$ cat src/rtl/systolic_pkg.sv
// Shared types and defaults for the systolic array sequencing controller.
package systolic_pkg;

  localparam int unsigned SC_N     = 4;
  localparam int unsigned SC_K_MAX = 16;

  typedef enum logic [2:0] {
    IDLE,
    CLEAR,
    FEED,
    RESULT,
    DONE
  } sc_state_e;

  // Skewed feed length: last PE (N-1,N-1) sees its final operands at t = k + 2N - 3.
  function automatic int unsigned feed_len(input int unsigned k, input int unsigned n = SC_N);
    return k + 2 * n - 2;
  endfunction

endpackage

$ cat src/rtl/systolic_ctrl_if.sv
// Command, operand-sequencing and result handshake bundle of systolic_ctrl.
interface systolic_ctrl_if
  import systolic_pkg::*;
#(
  parameter int unsigned N     = SC_N,
  parameter int unsigned K_MAX = SC_K_MAX
);
  localparam int unsigned KW  = $clog2(K_MAX + 1);
  localparam int unsigned KIW = $clog2(K_MAX);
  localparam int unsigned RW  = $clog2(N);

  logic              start;
  logic [KW-1:0]     k_len;
  logic              busy;
  logic              done;
  logic              pe_clr;
  logic              pe_en;
  logic [N*KIW-1:0]  a_k;
  logic [N-1:0]      a_vld;
  logic [N*KIW-1:0]  b_k;
  logic [N-1:0]      b_vld;
  logic [RW-1:0]     res_row;
  logic              res_valid;
  logic              res_ready;
  logic [31:0]       perf_cycles;

  modport master (
    output start, k_len, res_ready,
    input  busy, done, pe_clr, pe_en, a_k, a_vld, b_k, b_vld,
           res_row, res_valid, perf_cycles
  );

  modport slave (
    input  start, k_len, res_ready,
    output busy, done, pe_clr, pe_en, a_k, a_vld, b_k, b_vld,
           res_row, res_valid, perf_cycles
  );

endinterface

$ cat src/rtl/systolic_ctrl_skew_gen.sv
// Maps feed time t and inner dimension to N skewed lane indices/valids (lane i lags by i).
module skew_gen
  import systolic_pkg::*;
#(
  parameter int unsigned N     = SC_N,
  parameter int unsigned K_MAX = SC_K_MAX,
  localparam int unsigned KW   = $clog2(K_MAX + 1),
  localparam int unsigned KIW  = $clog2(K_MAX),
  localparam int unsigned TW   = $clog2(K_MAX + 2 * N)
) (
  input  logic             en,
  input  logic [TW-1:0]    t,
  input  logic [KW-1:0]    k_eff,
  output logic [N-1:0]     vld_c,
  output logic [N*KIW-1:0] k_c
);

  localparam int unsigned CW = (TW > KW) ? TW : KW;

  logic [TW-1:0] diff;

  // Guard t >= i before subtracting so the unsigned difference never wraps.
  always_comb begin
    vld_c = '0;
    k_c   = '0;
    diff  = '0;
    for (int unsigned i = 0; i < N; i++) begin
      if (en && (t >= TW'(i))) begin
        diff = t - TW'(i);
        if (CW'(diff) < CW'(k_eff)) begin
          vld_c[i]           = 1'b1;
          k_c[i*KIW +: KIW]  = KIW'(diff);
        end
      end
    end
  end

endmodule

$ cat src/rtl/systolic_ctrl.sv
// Sequencing controller for an NxN output-stationary systolic MAC array.
// Optional busy-cycle counter enabled by defining SYSTOLIC_CTRL_PERF_EN.
module systolic_ctrl
  import systolic_pkg::*;
#(
  parameter int unsigned N     = SC_N,
  parameter int unsigned K_MAX = SC_K_MAX
) (
  input  logic            clk,
  input  logic            rst_n,
  systolic_ctrl_if.slave  bus
);

  localparam int unsigned KW  = $clog2(K_MAX + 1);
  localparam int unsigned KIW = $clog2(K_MAX);
  localparam int unsigned RW  = $clog2(N);
  localparam int unsigned TW  = $clog2(K_MAX + 2 * N);

  sc_state_e        state_q, state_d;
  logic [TW-1:0]    t_q, t_d;
  logic [RW-1:0]    r_q, r_d;
  logic [KW-1:0]    keff_q, keff_d;
  logic [TW-1:0]    t_last;
  logic [N-1:0]     a_vld_c, b_vld_c;
  logic [N*KIW-1:0] a_k_c, b_k_c;

  assign t_last = TW'(feed_len(32'(keff_q), N) - 32'd1);

  // Next state and counters.
  always_comb begin
    state_d = state_q;
    t_d     = t_q;
    r_d     = r_q;
    keff_d  = keff_q;
    unique case (state_q)
      IDLE: begin
        if (bus.start) begin
          keff_d  = (bus.k_len > KW'(K_MAX)) ? KW'(K_MAX) : bus.k_len;
          t_d     = '0;
          r_d     = '0;
          state_d = CLEAR;
        end
      end
      CLEAR: begin
        t_d     = '0;
        state_d = (keff_q == '0) ? RESULT : FEED;
      end
      FEED: begin
        if (t_q == t_last) begin
          t_d     = '0;
          state_d = RESULT;
        end else begin
          t_d = t_q + TW'(1);
        end
      end
      RESULT: begin
        if (bus.res_ready) begin
          if (r_q == RW'(N - 1)) state_d = DONE;
          else                   r_d     = r_q + RW'(1);
        end
      end
      DONE: begin
        r_d     = '0;
        state_d = IDLE;
      end
      default: state_d = IDLE;
    endcase
  end

  // Both operand skews share one schedule; decoded from next state so outputs register cleanly.
  skew_gen #(.N(N), .K_MAX(K_MAX)) u_skew_a (
    .en    (state_d == FEED),
    .t     (t_d),
    .k_eff (keff_d),
    .vld_c (a_vld_c),
    .k_c   (a_k_c)
  );

  skew_gen #(.N(N), .K_MAX(K_MAX)) u_skew_b (
    .en    (state_d == FEED),
    .t     (t_d),
    .k_eff (keff_d),
    .vld_c (b_vld_c),
    .k_c   (b_k_c)
  );

  always_ff @(posedge clk or negedge rst_n) begin
    if (!rst_n) begin
      state_q       <= IDLE;
      t_q           <= '0;
      r_q           <= '0;
      keff_q        <= '0;
      bus.busy      <= 1'b0;
      bus.done      <= 1'b0;
      bus.pe_clr    <= 1'b0;
      bus.pe_en     <= 1'b0;
      bus.res_valid <= 1'b0;
      bus.res_row   <= '0;
      bus.a_vld     <= '0;
      bus.a_k       <= '0;
      bus.b_vld     <= '0;
      bus.b_k       <= '0;
    end else begin
      state_q       <= state_d;
      t_q           <= t_d;
      r_q           <= r_d;
      keff_q        <= keff_d;
      bus.busy      <= (state_d != IDLE);
      bus.done      <= (state_d == DONE);
      bus.pe_clr    <= (state_d == CLEAR);
      bus.pe_en     <= (state_d == FEED);
      bus.res_valid <= (state_d == RESULT);
      bus.res_row   <= (state_d == RESULT) ? r_d : '0;
      bus.a_vld     <= a_vld_c;
      bus.a_k       <= a_k_c;
      bus.b_vld     <= b_vld_c;
      bus.b_k       <= b_k_c;
    end
  end

`ifdef SYSTOLIC_CTRL_PERF_EN
  logic [31:0] cnt_q, cnt_d, perf_q, perf_d;

  // perf_d includes the DONE cycle itself, so the reported figure equals total busy cycles.
  always_comb begin
    cnt_d  = cnt_q;
    perf_d = perf_q;
    if (state_q == IDLE) begin
      if (bus.start) cnt_d = '0;
    end else if (cnt_q != '1) begin
      cnt_d = cnt_q + 32'd1;
    end
    if (state_d == DONE) perf_d = (cnt_d == '1) ? cnt_d : cnt_d + 32'd1;
  end

  always_ff @(posedge clk or negedge rst_n) begin
    if (!rst_n) begin
      cnt_q  <= '0;
      perf_q <= '0;
    end else begin
      cnt_q  <= cnt_d;
      perf_q <= perf_d;
    end
  end

  assign bus.perf_cycles = perf_q;
`else
  assign bus.perf_cycles = '0;
`endif

endmodule

$ cat src/flat_wrapper.sv
// flat-port wrapper written by rule: the top's interface ports become plain ports
module systolic_ctrl_flat import systolic_pkg::*;
#(
  parameter int unsigned N     = SC_N,
  parameter int unsigned K_MAX = SC_K_MAX
)
  (clk, rst_n, bus_start, bus_k_len, bus_res_ready, bus_busy, bus_done, bus_pe_clr, bus_pe_en, bus_a_k, bus_a_vld, bus_b_k, bus_b_vld, bus_res_row, bus_res_valid, bus_perf_cycles);
  systolic_ctrl_if #(.N(N), .K_MAX(K_MAX)) bus_i ();
  input  logic clk;
  input  logic rst_n;
  input wire logic [$bits(bus_i.start)-1:0] bus_start;
  input wire logic [$bits(bus_i.k_len)-1:0] bus_k_len;
  input wire logic [$bits(bus_i.res_ready)-1:0] bus_res_ready;
  output wire logic [$bits(bus_i.busy)-1:0] bus_busy;
  output wire logic [$bits(bus_i.done)-1:0] bus_done;
  output wire logic [$bits(bus_i.pe_clr)-1:0] bus_pe_clr;
  output wire logic [$bits(bus_i.pe_en)-1:0] bus_pe_en;
  output wire logic [$bits(bus_i.a_k)-1:0] bus_a_k;
  output wire logic [$bits(bus_i.a_vld)-1:0] bus_a_vld;
  output wire logic [$bits(bus_i.b_k)-1:0] bus_b_k;
  output wire logic [$bits(bus_i.b_vld)-1:0] bus_b_vld;
  output wire logic [$bits(bus_i.res_row)-1:0] bus_res_row;
  output wire logic [$bits(bus_i.res_valid)-1:0] bus_res_valid;
  output wire logic [$bits(bus_i.perf_cycles)-1:0] bus_perf_cycles;
  assign bus_i.start = bus_start;
  assign bus_i.k_len = bus_k_len;
  assign bus_i.res_ready = bus_res_ready;
  assign bus_busy = bus_i.busy;
  assign bus_done = bus_i.done;
  assign bus_pe_clr = bus_i.pe_clr;
  assign bus_pe_en = bus_i.pe_en;
  assign bus_a_k = bus_i.a_k;
  assign bus_a_vld = bus_i.a_vld;
  assign bus_b_k = bus_i.b_k;
  assign bus_b_vld = bus_i.b_vld;
  assign bus_res_row = bus_i.res_row;
  assign bus_res_valid = bus_i.res_valid;
  assign bus_perf_cycles = bus_i.perf_cycles;
  systolic_ctrl #(.N(N), .K_MAX(K_MAX)) u_core (.clk(clk), .rst_n(rst_n), .bus(bus_i));
endmodule
$ cat config.mk
export PLATFORM = sky130hd
export DESIGN_NAME = systolic_ctrl_flat
export DESIGN_NICKNAME = d
export VERILOG_FILES = /design/src/rtl/systolic_pkg.sv /design/src/rtl/systolic_ctrl_if.sv /design/src/rtl/systolic_ctrl_skew_gen.sv /design/src/rtl/systolic_ctrl.sv /design/src/flat_wrapper.sv
export SDC_FILE = /design/constraint.sdc
export NUM_CORES = 1
export LEC_CHECK = 0
export ABC_AREA = 1
export ABC_CLOCK_PERIOD_IN_PS = 5700
export CORE_MARGIN = 8
export CORE_UTILIZATION = 26
export CTS_BUF_LIST = sky130_fd_sc_hd__clkbuf_2
export DETAILED_ROUTE_END_ITERATION = 10
export DONT_BUFFER_PORTS = 1
export RECOVER_POWER = 100
export SKIP_LAST_GASP = 1
export SYNTH_ARGS = -nofsm -noshare
export SYNTH_HDL_FRONTEND = slang
export SYNTH_SLANG_ARGS = --single-unit
$ cat constraint.sdc
create_clock -name clk -period 5.7 [get_ports clk]
set_input_delay 1.71 -clock clk [delete_from_list [all_inputs] [get_ports clk]]
set_output_delay 1.71 -clock clk [all_outputs]
set_load 0.01 [all_outputs]
-- Yosys cells after proc, flatten, opt, wreduce, memory -nomap -nowiden
Cells that the tools add are included.
- magnitude comparators: 9
- reduce and logical (&&, ||, !) cells: 7
- eq/ne operators: 10
- add/sub/neg operators: 8
- mux-type cells: 33
- operator list (kind ; number):
    $mux W4 ; 8
    $mux W5 ; 5
    $lt A5 B5 Y1 ; 4
    $pmux W5 S3 ; 1
    $sub A5 B2 Y5 const B ; 3
    $eq A3 B2 Y1 const B ; 4
    $mux W3 ; 4
    $pmux W3 S4 ; 1
    $ge A5 B1 Y1 const B ; 2
    $ge A5 B2 Y1 const B ; 2
    $sub A5 B1 Y5 const B ; 2
    $mux W1 ; 9
    $mux W2 ; 4
    $eq A3 B1 Y1 const B ; 2
    $eq A3 B3 Y1 const B ; 2
    $pmux W2 S3 ; 1
    $add A5 B1 Y5 const B ; 1
    $add A5 B4 Y5 const B ; 1
    $eq A5 B5 Y1 ; 1
    $gt A5 B5 Y1 const B ; 1
    $logic_not A5 Y1 ; 1
    $logic_and A1 B1 Y1 ; 4
    $logic_not A3 Y1 ; 1
    $reduce_bool A3 Y1 ; 1
    2 further kinds ; 2
- output and inout bits: 79
- flip-flop bits (word level): 42

-- Logic depth before layout (Yosys ltp)
- word-level depth: 10
- depth in mapped cells: 26
- gate-level depth less buffers: 26

-- Modules after synthesis
From an unflattened synthesis, not the netlist that was laid out.
- cells, all modules: 508
- area total of the unflattened synthesis: 4037.6 µm²
- modules (own cells, without submodules) (module ; cells an instance ; times used ; area an instance (µm²) ; sequential area each (µm²)):
    systolic_ctrl ; 209 ; 1 ; 2402.3 ; 1551.5
    skew_gen at u_core.u_skew_b ; 150 ; 1 ; 819.5 ; 0.0
    skew_gen at u_core.u_skew_a ; 149 ; 1 ; 815.8 ; 0.0

-- Worst setup path before layout
OpenSTA, ideal clock, no wires.
- path type: input port to flip-flop
- start point: input port bus_start
- end point: register u_core.bus.b_k[4]
- data arrival time: 3.873 ns
- stages: 15
- setup slack: 1.757 ns
- buffers on the path: 0
- path through: o21ai_2 -> inv_1 -> o22ai_2 -> inv_2 -> ha_1 -> xnor2_1 -> inv_1 -> ha_1 -> a21oi_1 -> nor2_1 -> a211oi_1 -> nand3_1 -> a21oi_2 -> nand2_2 -> nor2_2
- longest elaborated chain between the ends: 6
- elaborated cells between the ends (all ways): 13
- ends and longest elaborated chain (item ; line ; RTL):
    start: declaration ; flat_wrapper.sv:11 ; input wire logic [$bits(bus_i.start)-1:0] bus_start;
    $mux W5 (*) ; systolic_ctrl.sv:37 ; if (bus.start) begin
    $pmux W5 S3 (*) ; systolic_ctrl.sv:35 ; unique case (state_q)
    via u_core.t_d[1] ; systolic_ctrl.sv:20 ; logic [TW-1:0] t_q, t_d;
    $sub A5 B1 Y5 ; -- ;
    $lt A5 B5 Y1 ; -- ;
    $mux W4 ; -- ;
    $mux W4 (*) ; -- ;
    via u_core.a_k_c[4] ; systolic_ctrl.sv:25 ; logic [N*KIW-1:0] a_k_c, b_k_c;
    end signal: assignment ; systolic_ctrl.sv:117 ; bus.b_k <= b_k_c;
    end: declaration ; systolic_ctrl_if.sv:35 ; output busy, done, pe_clr, pe_en, a_k, a_vld, b_k, b_vld,
Mark *: on every way through the listed nets, which the timed path passes. The rest lies on a longest branch.

-- Worst setup path in the final report
- start point: input port bus_start
- end point: register u_core.bus.b_k[5]
The elaborated chain is that of the path after synthesis.

==> run metrics <==
status completed; layout cells sized above 1 about an eighth; Slew @ Worst Pin about 0.87 ns; Max Slew Vio Count 0; clock transition at the registers of the reported paths 0.21 ns; RD Place Congestion 0.878; die footprint 15100 sq um; DR WL/cell around 13 um; via count around 2000; WL final 6.06 mm; max_cap viols 0; synth unique cells 34; number of post-CTS setup repair buffers 0; Avg Cell Area, Syn between 8 and 9 sq um; DRT antenna net count 0; cell row count 39; GRT Total Usage 8.25%; critical path arrival around 5 ns; vias in the first global route between 2000 and 2500; achievable frequency roughly 0.22 GHz; DR iter-0 viols between 70 and 80; Layout area overhead -4.16%; r2r setup slk between 1.5 and 2 ns; starting density of the core 26.4%; Mapped Cells roughly 350; crit path launch bus_start; Top FF cell, synth dfrtp_1; CTS tree built; Slew HR 41.5%; hold buffers post-CTS 0; Design Power about 1.7 mW; Port Buffer Count 0; post-CTS sizing 0; Ys Warns 0; Pwr Density ~610 nW/um^2; P_leak roughly 1.5 nW; clock root cell clkbuf_2; worst endpoint required time 6.02 ns; Worst Hold Class reg2reg; Crit Reg-Reg Startpoint u_core.state_q[0]$_DFF_PN0_; chip width 123 um; initial antenna violation count 1; worst skew pair latency 0.40 ns; RSZ-0062 raised after global routing no; clk buf depth 2; largest net degree at the start of global routing 43; detailed placement HPWL between 4 and 5 mm; Die Y ~120 um; Tmin final between 4 and 5 ns; global-route wire length before repair approximately 9.9 mm; Yosys reg bits 42; CTS Buf Count 5; synth top area cells dfrtp_1, buf_4, ha_1, nand2_1, inv_1; Final Cycle Share just over 80%; number of synthesized flops with an enable pin 0; fin nets 375; Syn Std Cell Area between 2000 and 3000 sq um; Cells on Worst Hold Path 2; routed vias/inst between 4 and 5; ys async rst share 100%; reg2reg path depth 17; most common cell in the synthesized netlist nand2_1; H-tree Lvls 2; Worst Clk Skew about 0.025 ns; io pins a little under 90; crit path to u_core.bus.b_k[5]$_DFF_PN0_; DRC Markers 0; final setup violation count 0; top cell type by total area after synthesis dfrtp_1; total grt overflow 0; Pre-antenna DRT Iters 4; post-synth top area share roughly a third; most frequent cells after synthesis nand2_1, buf_4, dfrtp_1; CP Max Fanout 7; sequential-to-total area share from yosys stat about a third; # clock sinks 42; core box area 11300 sq um; maximum vdd ir drop around 0.22 mV; FF-to-FF End u_core.bus.b_k[5]$_DFF_PN0_; CP startpoint kind input pin; CP Class in2reg; final-report hold violation count 0; critical path endpoint category register; setup_tns 0 ns
worst max-delay path: stages:
cell and delay [ns]:
o21ai_0 0.47, inv_1 0.09, o22ai_1 0.53, inv_1 0.29
ha_1 0.28, xnor2_1 0.24, inv_1 0.08, ha_1 0.31
a21oi_1 0.14, nor2_1 0.06, a211oi_1 0.18, nand3_1 0.12
a21oi_2 0.11, nand2_1 0.18, nor2_2 0.12
cell usage in the layout (no fill, tap or decap):
| master | n |
|---|---|
| a211oi_1 | 3 |
| a21oi_1 | 10 |
| a21oi_2 | 1 |
| a31oi_1 | 2 |
| and2_0 | 3 |
| and2_1 | 1 |
| clkbuf_2 | 5 |
| clkinv_1 | 1 |
| clkinv_2 | 1 |
| clkinvlp_4 | 1 |
| conb_1 | 32 |
| dfrtp_1 | 42 |
| diode_2 | 1 |
| ha_1 | 26 |
| inv_1 | 41 |
| inv_2 | 11 |
| nand2_1 | 70 |
| nand2_2 | 2 |
| nand2_4 | 3 |
| nand3_1 | 18 |
| nand3_2 | 2 |
| nand3b_1 | 1 |
| nand3b_2 | 1 |
| nor2_1 | 21 |
| nor2_2 | 13 |
| nor2_4 | 2 |
| nor3_1 | 3 |
| nor3_2 | 1 |
| nor3_4 | 1 |
| nor3b_1 | 1 |
| o21a_1 | 2 |
| o21ai_0 | 7 |
| o22ai_1 | 5 |
| or2_0 | 1 |
| xnor2_1 | 1 |
| xor2_1 | 6 |
per-stage QoR:
| stage | cells | hold slack (ns) | cell area (sq um) | utilization (%) | setup WS [ns] |
|---|---|---|---|---|---|
| after floorplan | 385 | 0.455 | 3090 | - | 1.76 |
| after global placement | 476 | 0.483 | 2880 | 25.6 | 1.50 |
| after detailed placement | 476 | 0.486 | 2880 | 25.6 | 1.40 |
| after CTS | 484 | 0.532 | 2920 | 25.9 | 1.78 |
| after global routing | 485 | 0.581 | 2850 | 25.3 | 0.788 |
| final | 485 | 0.528 | 2850 | 25.3 | 1.10 |
cell families (layout without fill, tap and decap cells):
logic type      after synthesis  in the layout  share of synthesized area, %
flops                        42             42                          35.3
fa+ha+maj                    26             26                          10.9
xor+xnor                      7              7                          2.06
other cells                   1             33                         0.126
compound gates               30             30                          6.90
simple gates                144            144                          25.0
buf+inv                     104             60                          19.7
area by class of cell:
cell class	count	area, sq um
Fill cell	1234	8420
Tap cell	143	179
Clock inverter	3	16.3
Antenna cell	1	2.50
Inverter	52	195
Multi-Input combinational cell	239	1380
Clock buffer	5	25.0
Sequential cell	42	1050
power breakdown:
| part | total [mW] | switching [mW] | internal [mW] |
|---|---|---|---|
| Combinational | 1.12 | 0.723 | 0.395 |
| Sequential | 0.496 | 0.111 | 0.385 |
| Clock | 0.123 | 0.0947 | 0.0280 |
| Total | 1.74 | 0.929 | 0.808 |
state kept, by name (all words and copies together) (netlist names):
| signal | flops |
|---|---|
| u_core.state_q | 3 |
| u_core.t_q | 5 |
| u_core.bus.res_row | 2 |
| u_core.bus.done | 1 |
| u_core.bus.pe_en | 1 |
| u_core.bus.busy | 1 |
| u_core.r_q | 2 |
| u_core.bus.res_valid | 1 |
| u_core.bus.pe_clr | 1 |
| u_core.bus.a_vld | 4 |
| u_core.keff_q | 5 |
| u_core.bus.b_k | 16 |
worst min path at each step:
stage                                        from                 endpoint  slack, ns
after CTS                 u_core.r_q[1]$_DFF_PN0_  u_core.r_q[1]$_DFF_PN0_       0.53
after floorplan           u_core.r_q[1]$_DFF_PN0_  u_core.r_q[1]$_DFF_PN0_       0.45
after detailed placement  u_core.r_q[1]$_DFF_PN0_  u_core.r_q[1]$_DFF_PN0_       0.49
after global routing      u_core.r_q[1]$_DFF_PN0_  u_core.r_q[1]$_DFF_PN0_       0.58
after global placement    u_core.r_q[1]$_DFF_PN0_  u_core.r_q[1]$_DFF_PN0_       0.48
final                     u_core.r_q[1]$_DFF_PN0_  u_core.r_q[1]$_DFF_PN0_       0.53
routing by layer:
metal / wire length (um) / global-route usage (%) / vias up
met5: 0 / 0 / -
met4: 85 / 3.31 / 0
met3: 387 / 2.05 / 5
met2: 2960 / 13.8 / 66
met1: 2630 / 9.95 / 947
li1: - / - / 996
(Power assumes the default switching activity.)
